[src/rtl/fetch_thread_sched.sv]
// fetch_thread_sched: instruction-fetch stage for a 4-thread fine-grained
// multithreaded pipeline. It keeps one PC per thread, issues one eligible
// thread per cycle in round-robin order, and tags the registered memory read
// data one cycle later for decode. It also accepts branch redirects from
// execute.
// Optional feature: define FETCH_HALT_DETECT_EN to retire a thread once it
// delivers the branch-to-self halt idiom (HALT_INST).
module fetch_thread_sched #(
  parameter int unsigned PC_W      = 9,
  parameter logic [31:0] HALT_INST = 32'hEAFFFFFE
) (
  input  logic            clk,
  input  logic            rst_n,
  input  logic [3:0]      thread_en,
  input  logic            stall,
  input  logic            br_valid,
  input  logic [1:0]      br_thread,
  input  logic [PC_W-1:0] br_target,
  output logic [PC_W-1:0] imem_addr,
  output logic [1:0]      imem_thread,
  input  logic [31:0]     imem_data,
  output logic            if_valid,
  output logic [31:0]     if_inst,
  output logic [PC_W-1:0] if_pc,
  output logic [1:0]      if_thread,
  output logic [3:0]      halted
);

`ifdef FETCH_HALT_DETECT_EN
  localparam bit HALT_DETECT = 1'b1;
`else
  localparam bit HALT_DETECT = 1'b0;
`endif

  // Tag travelling alongside the one-cycle memory read.
  typedef struct packed {
    logic            valid;
    logic [PC_W-1:0] pc;
    logic [1:0]      thread;
  } tag_t;

  logic [PC_W-1:0] pc_q [4];
  logic [PC_W-1:0] pc_d [4];
  logic [1:0]      last_q, last_d;
  tag_t            tag_q, tag_d;
  logic [3:0]      halted_q, halted_d;
  logic [PC_W-1:0] addr_hold_q, addr_hold_d;
  logic [1:0]      thread_hold_q, thread_hold_d;

  logic [3:0] halt_now;
  logic [3:0] eligible;
  logic [1:0] sel;
  logic [1:0] cand;
  logic       found;
  logic       issue;
  logic       br_eff;
  logic       squash;

  // A redirect to a retired thread is ignored; a redirect to the thread whose
  // instruction is being presented kills that instruction.
  assign halted   = HALT_DETECT ? halted_q : 4'b0000;
  assign br_eff   = br_valid & ~halted[br_thread];
  assign squash   = br_eff & tag_q.valid & (tag_q.thread == br_thread);

  assign if_valid  = tag_q.valid & ~squash;
  assign if_inst   = imem_data;
  assign if_pc     = tag_q.pc;
  assign if_thread = tag_q.thread;

  // Halt detection: the halt instruction itself is delivered, the thread
  // drops out of the rotation immediately and is marked halted next edge.
  always_comb begin
    // NOTE: every signal written here gets a default first, so no path through
    // the block can leave it unassigned and infer a latch.
    halt_now = 4'b0000;
    if (HALT_DETECT && if_valid && !stall && (if_inst == HALT_INST))
      halt_now[if_thread] = 1'b1;
  end

  assign eligible = thread_en & ~halted & ~halt_now;

  // Round-robin pick: first eligible thread in order last+1, last+2, ...
  always_comb begin
    sel   = last_q;
    found = 1'b0;
    cand  = last_q;
    for (int k = 1; k <= 4; k++) begin
      cand = last_q + 2'(k);
      if (!found && eligible[cand]) begin
        sel   = cand;
        found = 1'b1;
      end
    end
  end

  assign issue = ~stall & found;

  // The read port follows the issuing thread; otherwise it repeats the last
  // address so a stalled memory keeps returning the same word.
  assign imem_addr   = issue ? pc_q[sel] : addr_hold_q;
  assign imem_thread = issue ? sel       : thread_hold_q;

  // Next-state: PC advance, pointer, tag, redirect override, halt flags.
  always_comb begin
    pc_d          = pc_q;
    last_d        = last_q;
    tag_d         = tag_q;
    halted_d      = halted_q | halt_now;
    addr_hold_d   = imem_addr;
    thread_hold_d = imem_thread;

    if (issue) begin
      pc_d[sel]    = pc_q[sel] + PC_W'(1);
      last_d       = sel;
      tag_d.valid  = ~(br_eff & (br_thread == sel));
      tag_d.pc     = pc_q[sel];
      tag_d.thread = sel;
    end else if (stall) begin
      if (squash) tag_d.valid = 1'b0;
    end else begin
      tag_d.valid = 1'b0;
    end

    // Redirect wins over the increment and is accepted even while stalled.
    if (br_eff) pc_d[br_thread] = br_target;
  end

  // State registers with asynchronous active-low reset.
  always_ff @(posedge clk or negedge rst_n) begin
    if (!rst_n) begin
      // NOTE: the PC array is only four thread registers with distinct start
      // points, so it is reset explicitly like any other state.
      for (int i = 0; i < 4; i++) pc_q[i] <= PC_W'(64 * i);
      last_q        <= 2'd3;
      tag_q         <= '0;
      halted_q      <= 4'b0000;
      addr_hold_q   <= '0;
      thread_hold_q <= 2'd0;
    end else begin
      // NOTE: sequential state uses non-blocking assignments; the next-state
      // logic above uses blocking ones.
      pc_q          <= pc_d;
      last_q        <= last_d;
      tag_q         <= tag_d;
      halted_q      <= halted_d;
      addr_hold_q   <= addr_hold_d;
      thread_hold_q <= thread_hold_d;
    end
  end

endmodule

[config.mk]
export PLATFORM = sky130hd
export DESIGN_NAME = fetch_thread_sched
export DESIGN_NICKNAME = d
export VERILOG_FILES = /design/src/rtl/fetch_thread_sched.sv
export SDC_FILE = /design/constraint.sdc
export NUM_CORES = 1
export LEC_CHECK = 0
export ABC_AREA = 1
export CAP_MARGIN = 10
export CELL_PAD_IN_SITES_DETAIL_PLACEMENT = 1
export CELL_PAD_IN_SITES_GLOBAL_PLACEMENT = 1
export CORE_MARGIN = 2
export CORE_UTILIZATION = 37
export CTS_BUF_LIST = sky130_fd_sc_hd__clkbuf_16
export CTS_CLUSTER_DIAMETER = 80
export DETAILED_ROUTE_END_ITERATION = 7
export GPL_ROUTABILITY_DRIVEN = 0
export PLACE_DENSITY_LB_ADDON = 0.1
export SYNTH_ARGS = -nofsm -noshare
export SYNTH_HDL_FRONTEND = slang
export SYNTH_SLANG_ARGS = --single-unit
[constraint.sdc]
create_clock -name clk -period 6.45 [get_ports clk]
set_input_delay 1.29 -clock clk [delete_from_list [all_inputs] [get_ports clk]]
set_output_delay 1.29 -clock clk [all_outputs]
set_load 0.02 [all_outputs]
==> results.md <==
* Status: finished clean
* Count of mapped cells out of synthesis at 523
* Hold Path Class: reg2reg
* Cell area after synthesis at between 3000 and 4000 um^2
* VDD IR-drop max at 0.000254 V
* # setup viols final at 0
* Top_reg_cell synth: sky130_fd_sc_hd__dfrtp_1
* TritonCTS clock tree: yes
* Most frequent cells after synthesis: 121 x sky130_fd_sc_hd__nand2_1, 64 x sky130_fd_sc_hd__a21oi_1, 55 x sky130_fd_sc_hd__dfrtp_1
* Highest attainable clock frequency at roughly 190 MHz
* Worst-case headroom to the max-slew limit at 44.5%
* Worst-path maximum fanout at 24
* First-pass GRT wire length at approximately 19000 um
* Grt ovf at 0
* Sum of negative setup slack at 0 ns
* Ports at 110
* Largest net degree at the start of global routing at just over 60
* Number of maximum-capacitance constraint violations at 0
* Number of max-slew violations in the final report at 0
* Post-CTS Hold Buffers at 0
* 1st-pass router iterations at 4
* Number of filler cells placed in the layout at about 1300
* Core region area at between 10000 and 15000 um^2
* RSZ-0062 raised after global routing: no
* Cell accounting for the most synthesized area: sky130_fd_sc_hd__dfrtp_1
* Average via count per standard cell at ~5
* Post-layout util at a little over two fifths
* Buffer depth of the longest clock path at 2
* Row count at 37
* Areal power density over the cells at approximately 710 nW/um^2
* Share of cells above drive strength 1 at a little over an eighth
* Share of Yosys cell area claimed by the top area cell type at between 30% and 40%
* Insertion delay to the later sink of the worst-skew pair at approximately 0.33 ns
* Wire per inst at about 18 um
* Die Height at between 100 and 150 um
* Number of sinks handled by clock tree synthesis at 61
* Worst EP arrival at slightly above 4 ns
* Number of diodes at 0
* Most common cell in the netlist: sky130_fd_sc_hd__nand2_1
* Fin crit period at between 5 and 6 ns
* Capturing element type of the critical path: output port
* P_leak at 0.00212 uW
* Worst Tran Pin Value at a little over 0.8 ns
* Startpoint-to-endpoint class of the critical path: in2out
* CTS clk-pin slew, worst paths at roughly 0.050 ns
* Clk root buf: sky130_fd_sc_hd__clkbuf_16
* Antenna violation net count after detailed routing at 0
* Syn. warnings at 0
* Final HPWL DP at around 8300 um
* Starting Density at approximately 38%
* Number of remaining DRC errors at 0
* Count of cells resized by post-cts repair at 0
* Worst path required time at between 5 and 6 ns
* Area Overhead vs Synth at 12.4%
* Launching element type of the critical path: input pin
* PortBufs at between 40 and 50
* Sequential fraction of the synthesis area at about two fifths
* Initial antenna violation count at 0
* Starting DRT DRC Count at 123
* Number of register bits inferred by synthesis at 61
* Register-to-register setup slack at between 2 and 3 ns
* Fin crit share at between 80 and 90%
* Total chip power at slightly above 3000 uW
* Via count of the routed design at between 3000 and 4000
* Worst clock skew at 0.00281 ns
* Post-CTS repair timing setup buffer count at 0
* Area contributors post-synth: sky130_fd_sc_hd__dfrtp_1 35%, sky130_fd_sc_hd__nand2_1 12%, sky130_fd_sc_hd__buf_4 9.1%, sky130_fd_sc_hd__a21oi_1 8.2%, sky130_fd_sc_hd__nand3_1 6.6%
* Vias in the first global route at between 3000 and 4000
* Wire length reported by the detailed router at about 12000 um
* Number of levels in the clock H-tree at 3
* Number of synthesized flops with an enable pin at 0
* Mean Syn Cell Area at about 7.4 um^2
* Global-route total usage across every layer at 22.1%
* Die Span X at 107 um
* Number of unique standard cell types used by synthesis at 33
* Die area at approximately 11000 um^2
* Async set-or-reset flop fraction in the synthesized netlist at 100%
* Final Hold Fails at 0
* # nets final at around 570
* Number of CTS-inserted buffers at 9
placed cells by master (no fill, tap or decap), types with 2 or more instances in the layout:
cell type	n
sky130_fd_sc_hd__dfrtp_1	55
sky130_fd_sc_hd__clkinv_1	4
sky130_fd_sc_hd__dfstp_2	6
sky130_fd_sc_hd__o211ai_1	2
sky130_fd_sc_hd__conb_1	4
sky130_fd_sc_hd__inv_2	2
sky130_fd_sc_hd__nor3_1	2
sky130_fd_sc_hd__nor2_2	4
sky130_fd_sc_hd__clkbuf_16	9
sky130_fd_sc_hd__a22oi_1	10
sky130_fd_sc_hd__nand2_2	19
sky130_fd_sc_hd__clkdlybuf4s50_1	40
sky130_fd_sc_hd__nand2_4	9
sky130_fd_sc_hd__nor2_1	39
sky130_fd_sc_hd__a21oi_1	64
sky130_fd_sc_hd__nand3_2	6
sky130_fd_sc_hd__o22ai_1	2
sky130_fd_sc_hd__nand2_1	121
sky130_fd_sc_hd__o21ai_0	7
sky130_fd_sc_hd__o21bai_2	2
sky130_fd_sc_hd__buf_4	6
sky130_fd_sc_hd__nand3_1	51
sky130_fd_sc_hd__clkinv_2	3
sky130_fd_sc_hd__inv_1	51
path summary, 6_finish.rpt:
check,from,end,depth (start not counted)
setup / recovery,thread_en[1],imem_thread[1],10
setup reg to reg,last_q[0],pc_q[15],11
hold / removal,if_pc[6],if_pc[6],2
max in group asynchronous,rst_n,pc_q[3],2
min in group asynchronous,rst_n,tag_q[11],2
hold reg to reg,if_pc[6],if_pc[6],2
metal layers:
metal / global-route usage (%) / vias to the layer above / share of wire, %
li1: - / 1631 / -
met1: 29.3 / 1628 / 47
met2: 36.7 / 69 / 48
met3: 5.59 / 6 / 4.4
met4: 4.36 / 0 / 0.78
met5: 0 / - / 0
critical path, cell delays in order:
cell and delay [ns]:
sky130_fd_sc_hd__clkdlybuf4s50_1 0.55, sky130_fd_sc_hd__nand2_1 0.09, sky130_fd_sc_hd__and2_0 0.17, sky130_fd_sc_hd__nand4_1 0.08, sky130_fd_sc_hd__and2_1 0.43, sky130_fd_sc_hd__inv_1 0.45
sky130_fd_sc_hd__nor2_1 0.19, sky130_fd_sc_hd__inv_1 0.12, sky130_fd_sc_hd__nand2_1 0.09, sky130_fd_sc_hd__clkdlybuf4s50_1 0.60
through the flow:
step / setup slack (ns) / instance area [um^2] / hold slack, ns / cells
after floorplan: 2.59 / 3910 / 0.450 / 526
after global placement: 1.16 / 4100 / 0.464 / 648
after detailed placement: 1.02 / 4100 / 0.466 / 648
after CTS: 1.02 / 4380 / 0.483 / 664
after global routing: 0.821 / 4380 / 0.506 / 664
final: 1.09 / 4380 / 0.481 / 664
area by class of cell:
cell class,instances,area (um^2),share of cell area (%)
Multi-Input combinational cell,349,1730,39.5
Sequential cell,61,1530,35.0
Timing Repair Buffer,47,450,10.3
Clock buffer,9,225,5.14
Inverter,55,214,4.89
Tap cell,136,170,3.89
Clock inverter,7,56.3,1.29
registers in the layout, indices dropped and copies added (netlist names):
name and count:
pc_q 36, addr_hold_q 9, if_pc 9, if_thread 2, last_q 2, thread_hold_q 2, tag_q 1
where the power goes:
group          switching (uW)  total (uW)  leakage, uW  internal (uW)
sequential                114         714     0.000718            600
combinational            1270        1920      0.00126            649
clock                     169         461     0.000141            292
kinds of logic after synthesis:
logic type / count (synthesis) / share of synthesized area, %
xor gates and xnor gates: 1 / 0.418
other: 1 / 0.0962
buffers and inverters: 116 / 16.6
DFF: 61 / 39.4
AOI/OAI and AO/OA: 88 / 12.6
and+or+nand+nor: 256 / 31.0
Power figures use the tool's default switching activity.
